## config.mk

```make
export PLATFORM = sky130hd
export DESIGN_NAME = alu_arbiter
export DESIGN_NICKNAME = d
export VERILOG_FILES = /design/src/rtl/alu_arbiter.sv
export SDC_FILE = /design/constraint.sdc
export NUM_CORES = 1
export LEC_CHECK = 0
export BUFFER_PORTS_ARGS = -buffer_cell sky130_fd_sc_hd__buf_2
export CORE_AREA = 2 2 198 200
export DETAILED_ROUTE_END_ITERATION = 16
export DIE_AREA = 0 0 200 202
export PLACE_DENSITY = 0.47
export SLEW_MARGIN = 20
export SYNTH_ARGS = -nofsm -noshare
export SYNTH_HDL_FRONTEND = slang
export SYNTH_SLANG_ARGS = --single-unit
```

## constraint.sdc

```tcl
create_clock -name clk -period 2.7 [get_ports clk]
set_input_delay 0.405 -clock clk [delete_from_list [all_inputs] [get_ports clk]]
set_output_delay 0.405 -clock clk [all_outputs]
set_load 0.03 [all_outputs]
```

## src/rtl/alu_arbiter.sv

```systemverilog
// Round-robin sharing of one combinational ALU between requesters A and B; IDLE->EXEC->RESP per op.
// Latency: request handshake at edge N, response valid after edge N+1; response held until owner rsp_ready.
module alu_arbiter #(
   parameter int DW = 32,
   parameter int IW = 37
) (
   input  logic          clk,
   input  logic          rst_n,
   input  logic          a_req_valid,
   output logic          a_req_ready,
   input  logic [DW-1:0] a_rs1,
   input  logic [DW-1:0] a_rs2,
   input  logic [DW-1:0] a_imm,
   input  logic [IW-1:0] a_instr,
   output logic          a_rsp_valid,
   input  logic          a_rsp_ready,
   output logic [DW-1:0] a_rsp_data,
   output logic          a_rsp_err,
   input  logic          b_req_valid,
   output logic          b_req_ready,
   input  logic [DW-1:0] b_rs1,
   input  logic [DW-1:0] b_rs2,
   input  logic [DW-1:0] b_imm,
   input  logic [IW-1:0] b_instr,
   output logic          b_rsp_valid,
   input  logic          b_rsp_ready,
   output logic [DW-1:0] b_rsp_data,
   output logic          b_rsp_err,
   output logic [DW-1:0] alu_rs1,
   output logic [DW-1:0] alu_rs2,
   output logic [DW-1:0] alu_imm,
   output logic [IW-1:0] alu_instr,
   input  logic [DW-1:0] alu_result,
   output logic          busy
);

   typedef enum logic [1:0] {IDLE, EXEC, RESP} state_t;

   localparam logic [IW-1:0] ONE = {{(IW-1){1'b0}}, 1'b1};

   state_t        state_q, state_d;
   logic          rr_ptr_q, rr_ptr_d;   // 0 = A has priority, 1 = B
   logic          owner_q, owner_d;     // 0 = A, 1 = B
   logic          err_q, err_d;
   logic [DW-1:0] rs1_q, rs1_d, rs2_q, rs2_d, imm_q, imm_d, result_q, result_d;
   logic [IW-1:0] instr_q, instr_d;
   logic          grant_a, grant_b;

   function automatic logic is_onehot(input logic [IW-1:0] v);
      return (v != '0) && ((v & (v - ONE)) == '0);
   endfunction

   always_comb begin
      grant_a = (state_q == IDLE) && a_req_valid && (!b_req_valid || !rr_ptr_q);
      grant_b = (state_q == IDLE) && b_req_valid && (!a_req_valid ||  rr_ptr_q);

      state_d  = state_q;
      rr_ptr_d = rr_ptr_q;
      owner_d  = owner_q;
      err_d    = err_q;
      rs1_d    = rs1_q;
      rs2_d    = rs2_q;
      imm_d    = imm_q;
      instr_d  = instr_q;
      result_d = result_q;

      unique case (state_q)
         IDLE: begin
            if (grant_a) begin
               rs1_d    = a_rs1;
               rs2_d    = a_rs2;
               imm_d    = a_imm;
               instr_d  = a_instr;
               err_d    = !is_onehot(a_instr);
               owner_d  = 1'b0;
               rr_ptr_d = 1'b1;
               state_d  = EXEC;
            end else if (grant_b) begin
               rs1_d    = b_rs1;
               rs2_d    = b_rs2;
               imm_d    = b_imm;
               instr_d  = b_instr;
               err_d    = !is_onehot(b_instr);
               owner_d  = 1'b1;
               rr_ptr_d = 1'b0;
               state_d  = EXEC;
            end
         end
         EXEC: begin
            result_d = alu_result;
            state_d  = RESP;
         end
         RESP: begin
            if (owner_q ? b_rsp_ready : a_rsp_ready) state_d = IDLE;
         end
         default: state_d = IDLE;
      endcase
   end

   always_ff @(posedge clk) begin
      if (!rst_n) begin
         state_q  <= IDLE;
         rr_ptr_q <= 1'b0;
         owner_q  <= 1'b0;
         err_q    <= 1'b0;
         rs1_q    <= '0;
         rs2_q    <= '0;
         imm_q    <= '0;
         instr_q  <= '0;
         result_q <= '0;
      end else begin
         state_q  <= state_d;
         rr_ptr_q <= rr_ptr_d;
         owner_q  <= owner_d;
         err_q    <= err_d;
         rs1_q    <= rs1_d;
         rs2_q    <= rs2_d;
         imm_q    <= imm_d;
         instr_q  <= instr_d;
         result_q <= result_d;
      end
   end

   assign a_req_ready = grant_a;
   assign b_req_ready = grant_b;

   // Opcode is gated outside EXEC so the ALU idles at zero.
   assign alu_rs1   = rs1_q;
   assign alu_rs2   = rs2_q;
   assign alu_imm   = imm_q;
   assign alu_instr = (state_q == EXEC) ? instr_q : '0;

   assign a_rsp_valid = (state_q == RESP) && !owner_q;
   assign b_rsp_valid = (state_q == RESP) &&  owner_q;
   assign a_rsp_data  = a_rsp_valid ? result_q : '0;
   assign b_rsp_data  = b_rsp_valid ? result_q : '0;
   assign a_rsp_err   = a_rsp_valid && err_q;
   assign b_rsp_err   = b_rsp_valid && err_q;

   assign busy = (state_q != IDLE);

endmodule

```

==> flow_summary_export.csv, run 1 <==
group,metric,value,unit
die,die_h,202,um
timing,hold_viol_final,0,
global_routing,grt.total_usage,0.170,
power_and_ir_drop,leakagePower,5.49,nW
clocking,cts_made_buffers,17,
logic_synthesis,yosysTopAreaCell,"dfxtp_1",
worst_setup_path,cp_slowest_stage_delay,0.38,ns
run,drv_cap,0,
outcome,status,"completed",
die,die_w,200,um
timing,maxSlewHeadroom,0.518,
place,place_hpwl,27100,um
timing,hold_ws,0.189,ns
global_routing,first_global_vias,8891,
routing,num_vias,9397,
layout,multi_input_area,0.00444,sq mm
logic_synthesis,synth-main-ff-cell,"dfxtp_1",
routing,drt_iter0_drc,363,
layout,nNetsFinal,1810,
worst_setup_path,r2r_start,"state_q[1]$_SDFFE_PN0P_",
place,gp_congestion,0.865,
die,ioPinCount,508,
layout,regArea,0.00340,sq mm
logic_synthesis,synth_seq_cells,170,
worst_setup_path,critPathKind,"reg -> out",
place,post-place-ws,-0.220,ns
logic_synthesis,ys_seq_area_frac,0.418,
worst_setup_path,crit_path_end_kind,"output port",
routing,drc,0,
worst_setup_path,start_kind,"flip-flop",
min_path,min-delay-start,"alu_result[25]",
routing,routed_wl,35600,um
routing,final_antenna_net_count,0,
logic_synthesis,syn_inst,1016,
power_and_ir_drop,power.density,610,mW/mm^2
global_routing,antenna_found_initial,5,
logic_synthesis,synth_edf_count,0,
worst_setup_path,r2r_slack,0.41,ns
timing,worst_slew_pin_slew,0.723,ns
timing,period_share,0.961,
power_and_ir_drop,irDropWorstVdd,0.431,mV
logic_synthesis,async_flop_share,0,
layout,final_util,0.316,
die,core,0.0383,sq mm
logic_synthesis,yosysMostFrequentCell,"nand2_1",
routing,drt-wirelength-per-cell,17.4,um
clocking,clock_latency,0.45,ns
place,dp.cells,2004,
logic_synthesis,yosysTopAreaCellShare,0.418,
layout,nFillCells,4165,
timing,finClkSkew,0.00685,ns
worst_setup_path,crit_slowest_cell,"dfxtp_1",
die,start_util,0.212,
logic_synthesis,netlist_area,0.00813,sq mm
clocking,root_buffer,"clkbuf_16",
clocking,cts_hold_buf,0,
worst_setup_path,crit_chain,"nor2_2 -> nand2_1 -> a21oi_4 -> buf_12 -> buf_2",
layout,fin_cells,2042,
global_routing,overflow,0,
worst_setup_path,worstPathRequired,2.30,ns
global_routing,grt_max_degree,67,
timing,finalCriticalPeriod,2.59,ns
timing,setup_ws,0.106,ns
worst_setup_path,worst_r2r_path_depth,8,
routing,first_pass_iters,5,
global_routing,grt_pass1_wl,52000,um
layout,area_delta_synth_final,48.7,%
logic_synthesis,syn_area_per_cell,8.01,sq um
min_path,hold_class,"in -> reg",
timing,rsz0062_at_grt,"true",
worst_setup_path,path_max_fanout,39,
clocking,clk_path_buf_depth,2,
clocking,clk_pin_slew,0.07,ns
timing,setup_viol,0,
logic_synthesis,synthesis.nets,1320,
worst_setup_path,cp.arrival,2.19,ns
clocking,cts_sinks,170,
logic_synthesis,yosysUniqueCellTypes,54,
clocking,htreeDepth,4,
die,dieArea,0.0404,sq mm
die,rows,72,
routing,via_per_inst,4.60,
place,port_buffers,507,
layout,drive_gt1_frac,0.396,
logic_synthesis,yosys_warnings,0,
logic_synthesis,synthTopCellsByArea,"dfxtp_1 (42%), a22oi_1 (9.7%), a21oi_1 (9.0%), nand2_1 (8.0%), and2_1 (7.9%)",
timing,fmax,385,MHz
min_path,min_path_cells,3,
logic_synthesis,synth_top_cells_by_count,"nand2_1 (173), dfxtp_1 (170), a21oi_1 (147)",
min_path,min_to,"result_q[25]$_SDFFE_PN0N_",
worst_setup_path,worstReg2RegEnd,"err_q$_SDFFE_PN0P_",
clocking,cts_setup_buffers,0,
timing,timing.final.max_slew_violations,0,
clocking,cts_tree,"yes",
## routing by layer
layer	up-vias	wire length (um)	GRT usage
met2	398	17500	0.295
met3	37	2490	0.0422
met5	-	13	0
met1	4353	14800	0.200
met4	2	767	0.0696
li1	4607	-	-
## through the flow
stage / instance area (sq um) / total power (W) / TNS (ns)
3_3_place_gp: 11500 / 0.00496 / -0.156
2_1_floorplan: 8130 / 0.00411 / 0
5_1_grt: 12100 / 0.00777 / -0.113
6_report: 12100 / 0.00737 / 0
3_5_place_dp: 11500 / 0.00497 / -0.220
4_1_cts: 12100 / 0.00750 / 0
## cell usage in the layout, fill, tap and decap left out, drive strengths merged, types with 4 or more instances in the layout
cell type / netlist / layout
a211oi: 35 / 35
a21oi: 147 / 147
a22oi: 105 / 105
and2: 103 / 103
buf: 8 / 549
clkbuf: 71 / 20
clkinv: 0 / 5
dfxtp: 170 / 170
diode: 0 / 5
inv: 9 / 12
maj3: 5 / 5
mux2i: 32 / 32
nand2: 174 / 174
nand3: 6 / 6
nand4: 4 / 4
nor2: 51 / 51
nor3: 13 / 13
nor4: 7 / 7
o211ai: 4 / 4
o21ai: 10 / 10
o31ai: 4 / 4
or3: 8 / 8
or4: 8 / 8
## logic make-up (layout without fill, tap and decap cells)
logic type | count (synthesis) | count (layout) | share of synthesized area
other | 0 | 5 | 0
AO/OA/AOI/OAI | 329 | 329 | 0.258
multiplexers | 32 | 32 | 0.0394
AND/OR/NAND/NOR | 391 | 391 | 0.236
XOR/XNOR | 1 | 1 | 0.00108
flip-flops | 170 | 170 | 0.418
buffers and inverters | 88 | 591 | 0.0406
adder cells (fa/ha/maj) | 5 | 5 | 0.00615
## state kept, by name, summed over array words and instances, names as in the netlist
name and flops:
err_q 1, alu_rs1 32, alu_imm 32, state_q 2, instr_q 37, result_q 32
rr_ptr_q 1, alu_rs2 32, owner_q 1
## timing repair
action / 4_1_cts / 5_1_grt
gates cloned: 1 / 0
gates resized for setup: 1 / 1
endpoints found under the setup margin: 2 / 5
## power breakdown
group          internal, W  switching [W]
registers          0.00278       0.000144
clock network      0.00133        0.00112
logic             0.000697        0.00130
## final cells by class
cell class | instances | area share
timing repair buffer | 550 | 0.246
tap | 518 | 0.0536
clock inverter | 12 | 0.00952
sequential | 170 | 0.281
clock buffer | 20 | 0.0378
antenna | 5 | 0.00103
inverter | 9 | 0.00331
multi-input combinational | 758 | 0.367
## worst max-delay path by stage
stage,startpoint,to,cells after the start
after floorplan,a_instr[15],err_q$_SDFFE_PN0P_,8
after global placement,a_instr[15],err_q$_SDFFE_PN0P_,9
after detailed placement,a_instr[15],err_q$_SDFFE_PN0P_,9
after CTS,state_q[1]$_SDFFE_PN0P_,b_req_ready,5
after global routing,state_q[1]$_SDFFE_PN0P_,b_req_ready,5
final,state_q[1]$_SDFFE_PN0P_,b_req_ready,5
## critical path: cells and delay by family (launching register included)
family | cells | cell delay [ns]
compound gates | 1 | 0.29
buf+inv | 2 | 0.53
simple gates | 2 | 0.51
flops | 1 | 0.38
Power figures use the tool's default switching activity.
==> inputs of run 2 (changes only) <==
--- a/config.mk
+++ b/config.mk
@@ -6,9 +6,9 @@
 export NUM_CORES = 1
 export LEC_CHECK = 0
 export BUFFER_PORTS_ARGS = -buffer_cell sky130_fd_sc_hd__buf_2
-export CORE_AREA = 2 2 198 200
+export CORE_AREA = 3 3 194 196
 export DETAILED_ROUTE_END_ITERATION = 16
-export DIE_AREA = 0 0 200 202
+export DIE_AREA = 0 0 197 199
 export PLACE_DENSITY = 0.47
 export SLEW_MARGIN = 20
 export SYNTH_ARGS = -nofsm -noshare
==> constraint.sdc (replaced) <==
create_clock -name clk -period 3.27 [get_ports clk]
set_input_delay 0.4905 -clock clk [delete_from_list [all_inputs] [get_ports clk]]
set_output_delay 0.4905 -clock clk [all_outputs]
set_load 0.03 [all_outputs]
==> run 2 against run 1 <==
Critical endpoint is now a_req_ready. Sequential cell count unchanged. Wire length decreased by 2.3%. Largest cell class unchanged. Global-route usage decreased by 0.32 points. Critical path type unchanged. Combinational power decreased by 19%. Register-to-register slack improved by 0.35 ns. Critical path depth unchanged. Total power decreased by 19%. Utilization increased by 1.1 points. Sequential share of layout area increased by 0.61 points.
==> flow_summary_export.csv, run 2 (synthesis results as in run 1) <==
group,metric,value,unit
worst_setup_path,path_max_fanout,53,
timing,setup_tns,0,ns
timing,hold_viol_final,0,
routing,drt_iter0_drc,390,
timing,finalCriticalPeriod,3.00,ns
place,dp.cells,1940,
clocking,cts_made_buffers,17,
global_routing,grt_pass1_wl,50600,um
timing,worst_slew_pin_slew,0.784,ns
clocking,cts_hold_buf,0,
die,rows,70,
clocking,clock_latency,0.44,ns
clocking,htreeDepth,4,
timing,maxSlewHeadroom,0.477,
worst_setup_path,worstPathRequired,2.78,ns
timing,setup_viol,0,
worst_setup_path,crit_slowest_cell,"buf_4",
place,port_buffers,507,
global_routing,grt_max_degree,66,
die,ioPinCount,508,
timing,timing.final.max_slew_violations,0,
power_and_ir_drop,power.density,507,mW/mm^2
routing,drt-wirelength-per-cell,17.6,um
worst_setup_path,crit_chain,"nor2_1 -> nand3_2 -> clkinv_2 -> buf_4 -> buf_2",
global_routing,antenna_found_initial,3,
worst_setup_path,critPathKind,"reg -> out",
clocking,root_buffer,"clkbuf_16",
global_routing,first_global_vias,8714,
routing,routed_wl,34700,um
routing,via_per_inst,4.68,
die,die_w,197,um
power_and_ir_drop,irDropWorstVdd,0.342,mV
clocking,cts_setup_buffers,0,
min_path,hold_class,"in -> reg",
clocking,clk_path_buf_depth,2,
place,place_hpwl,27000,um
layout,layout_commonest_cell,"buf_2",
layout,final_cell_mix,"buf_2 (507), nand2_1 (173), dfxtp_1 (170)",
worst_setup_path,cp_slowest_stage_delay,0.51,ns
layout,largest_register_ffs,37,
layout,fin_cells,1976,
clocking,cts_sinks,170,
timing,period_share,0.916,
die,start_util,0.224,
clocking,cts_tree,"yes",
global_routing,grt.total_usage,0.167,
layout,nFillCells,3947,
timing,rsz0062_at_grt,"false",
global_routing,overflow,0,
layout,area_delta_synth_final,45.5,%
run,drv_cap,0,
timing,finClkSkew,0.0109,ns
routing,first_pass_iters,5,
routing,drc,0,
die,die_h,199,um
timing,fmax,334,MHz
worst_setup_path,crit_path_end_kind,"output port",
clocking,clk_pin_slew,0.07,ns
routing,num_vias,9242,
place,gp_congestion,0.857,
power_and_ir_drop,leakagePower,5.40,nW
worst_setup_path,cp.arrival,2.51,ns
layout,regArea,0.00340,sq mm
layout,multi_input_area,0.00444,sq mm
layout,drive_gt1_frac,0.390,
outcome,status,"completed",
routing,final_antenna_net_count,0,
die,core,0.0363,sq mm
worst_setup_path,start_kind,"flip-flop",
die,dieArea,0.0392,sq mm
layout,nNetsFinal,1795,
layout,regMostFlops,"instr_q",
clocking,cts_resized,0,
## run 2: changes by cell type in the layout (fill, tap and decap cells not counted), sizes merged
cell      previous run  this run
bufinv               1         0
clkinvlp             3         0
clkinv               5         7
diode                5         4
inv                 12        13
buf                549       535
clkbuf              20        21
bufbuf               1         0
## run 2: layout make-up
type	instances	share of cell area
multi-input cells	758	0.375
flip-flops and latches	170	0.288
repair buffers	535	0.236
well taps	468	0.0495
clock buffers	21	0.0406
clock inverters	11	0.00708
inverters	9	0.00317
diodes	4	0.000846
## run 2: per-stage QoR
stage	hold slack [ns]	util	power, W	setup slack [ns]	instance area [sq um]
after detailed placement	0.443	0.311	0.00409	0.277	11300
after floorplan	0.432	-	0.00339	0.649	8130
after global placement	0.439	0.311	0.00408	0.296	11300
after global routing	0.266	0.326	0.00634	0.0387	11800
final	0.290	0.326	0.00600	0.273	11800
after CTS	0.252	0.326	0.00611	0.145	11800
## run 2: final timing paths
kind | from | endpoint | slack, ns | cells past startpoint
max | state_q[1]$_SDFFE_PN0P_ | a_req_ready | 0.27 | 5
min reg2reg | instr_q[4]$_SDFFE_PN0P_ | instr_q[4]$_SDFFE_PN0P_ | 0.45 | 2
max reg2reg | state_q[1]$_SDFFE_PN0P_ | err_q$_SDFFE_PN0P_ | 0.76 | 8
min | alu_result[22] | result_q[22]$_SDFFE_PN0N_ | 0.29 | 3
## run 2: where the power goes
group | switching (W) | internal, W
logic | 0.00106 | 0.000552
registers | 0.000114 | 0.00229
clock network | 0.000915 | 0.00107
total | 0.00209 | 0.00391
## run 2: metal layers
layer  global-route usage  vias up  wire [um]
li1                     -     4572          -
met1                0.204     4264      14500
met2                0.289      375      17200
met3               0.0423       31       2450
met4               0.0544        0        580
met5                    0        -          0
## run 2: critical path: cells and delay by family, from the launching register on
kind	cells	cell delay [ns]
buf+inv	3	1.05
flops	1	0.36
simple gates	2	0.64
==> inputs of run 3 (changes only) <==
--- a/config.mk
+++ b/config.mk
@@ -9,6 +9,7 @@
 export CORE_AREA = 3 3 194 196
 export DETAILED_ROUTE_END_ITERATION = 16
 export DIE_AREA = 0 0 197 199
+export MAX_ROUTING_LAYER = met4
 export PLACE_DENSITY = 0.47
 export SLEW_MARGIN = 20
 export SYNTH_ARGS = -nofsm -noshare
==> run 3 against run 2 <==
Fmax up 5.3%. Clock power down 2%. Via count down 0.71%. Total power down 0.66%. Worst setup slack better by 0.15 ns.
==> flow_summary_export.csv, run 3 (synthesis results as in run 1) <==
group,metric,value,unit
die,start_util,0.224,
clocking,clk_pin_slew,0.07,ns
layout,finalInstanceArea,0.0118,sq mm
timing,rsz0062_at_grt,"false",
routing,num_vias,9176,
die,rows,70,
power_and_ir_drop,p_switching,0.00207,W
power_and_ir_drop,switching_share,0.347,
timing,timing.final.max_slew_violations,0,
clocking,root_buffer,"clkbuf_16",
place,place_hpwl,26900,um
worst_setup_path,crit_path_end_kind,"output port",
routing,drt_iter0_drc,396,
clocking,clock_latency,0.44,ns
global_routing,overflow,0,
timing,period_share,0.871,
layout,layout_commonest_cell,"buf_2",
worst_setup_path,cp.arrival,2.36,ns
place,gp_congestion,0.865,
global_routing,grt.total_usage,0.169,
power_and_ir_drop,p_seq_frac,0.404,
die,die_w,197,um
clocking,clk_path_buf_depth,2,
clocking,htreeDepth,4,
layout,final_cell_mix,"buf_2 (507), nand2_1 (173), dfxtp_1 (170)",
routing,routed_wl,34500,um
timing,setup_tns,0,ns
clocking,cts_sinks,170,
routing,final_antenna_net_count,0,
power_and_ir_drop,power.density,506,mW/mm^2
timing,worst_slew_pin_slew,0.741,ns
worst_setup_path,worstPathRequired,2.78,ns
min_path,hold_class,"in -> reg",
timing,maxSlewHeadroom,0.506,
power_and_ir_drop,pwr-share-clk,0.326,
outcome,status,"completed",
worst_setup_path,cp_slowest_stage_delay,0.51,ns
worst_setup_path,startpoint,"state_q[1]$_SDFFE_PN0P_",
worst_setup_path,path_max_fanout,53,
clocking,cts_setup_buffers,0,
die,die_h,199,um
routing,first_pass_iters,5,
run,drv_cap,0,
clocking,cts_made_buffers,17,
place,postPlaceCellArea,0.0112,sq mm
timing,hold_viol_final,0,
routing,drc,0,
timing,finClkSkew,0.00847,ns
timing,fmax,351,MHz
worst_setup_path,critPathKind,"reg -> out",
layout,area_delta_synth_final,45.0,%
routing,drt-wirelength-per-cell,17.5,um
global_routing,antenna_found_initial,3,
worst_setup_path,start_kind,"flip-flop",
die,core,0.0363,sq mm
power_and_ir_drop,irDropWorstVdd,0.350,mV
global_routing,first_global_vias,8430,
min_path,min-delay-start,"alu_result[28]",
worst_setup_path,r2r_start,"state_q[1]$_SDFFE_PN0P_",
global_routing,grt_pass1_wl,49300,um
layout,drive_gt1_frac,0.388,
layout,regMostFlops,"instr_q",
timing,setup_viol,0,
worst_setup_path,r2r_slack,0.91,ns
layout,nNetsFinal,1790,
power_and_ir_drop,p_int,0.00389,W
place,port_buffers,507,
power_and_ir_drop,leakagePower,5.36,nW
global_routing,grt_max_degree,62,
die,dieArea,0.0392,sq mm
routing,via_per_inst,4.66,
layout,largest_register_ffs,37,
clocking,cts_tree,"yes",
worst_setup_path,crit_slowest_cell,"buf_4",
worst_setup_path,crit_chain,"nor2_2 -> nand3_2 -> clkinv_2 -> buf_4 -> buf_2",
timing,finalCriticalPeriod,2.85,ns
die,ioPinCount,508,
power_and_ir_drop,p_comb_frac,0.270,
-- run 3: power by group through the flow --
stage | Clock [W] | Sequential (W) | Combinational (W)
after floorplan | 0 | 0.00270 | 0.000692
after global placement | 0 | 0.00245 | 0.00162
after detailed placement | 0 | 0.00245 | 0.00163
after CTS | 0.00203 | 0.00241 | 0.00163
after global routing | 0.00210 | 0.00244 | 0.00175
final | 0.00194 | 0.00241 | 0.00161
-- run 3: final cells by class --
class	count	area (sq um)
diodes	3	7.51
clock buffers	18	429
clock inverters	13	118
fillers	3963	24500
inverters	9	37.5
multi-input cells	758	4440
flip-flops and latches	170	3400
well taps	468	586
repair buffers	530	2770
-- run 3: path summary, 6_finish.rpt --
check                                    to  cells after the start
hold / removal    result_q[28]$_SDFFE_PN0N_                      3
setup reg to reg         err_q$_SDFFE_PN0P_                      8
setup / recovery                a_req_ready                      5
hold reg to reg    alu_imm[30]$_SDFFE_PN0P_                      2
-- run 3: metal layers --
metal	wire (um)	track usage	up-vias
li1	-	-	4562
met3	2210	0.0362	29
met4	602	0.0576	0
met1	14600	0.203	4205
met5	0	-	-
met2	17100	0.283	380
-- run 3: what timing repair did --
item | in CTS | in global routing
resized for setup | 0 | 1
setup endpoints to repair | 0 | 1
hold buffers | 0 | 0
endpoints found under the hold margin | 0 | 0
-- run 3: critical path, delay by kind of cell (launching register included) --
family / cells / cell delay, ns
buffers and inverters: 3 / 1.04
and+or+nand+nor: 2 / 0.48
DFF: 1 / 0.37
-- run 3: through the flow --
step                      utilization  power (W)  hold slack [ns]  setup WS, ns  std cells
after floorplan                     -    0.00339            0.432         0.649       1016
after global routing            0.325    0.00629            0.260         0.175       1969
after detailed placement        0.310    0.00408            0.443         0.242       1935
after global placement          0.310    0.00407            0.439         0.279       1935
final                           0.325    0.00596            0.286         0.423       1969
after CTS                       0.325    0.00607            0.247         0.133       1966
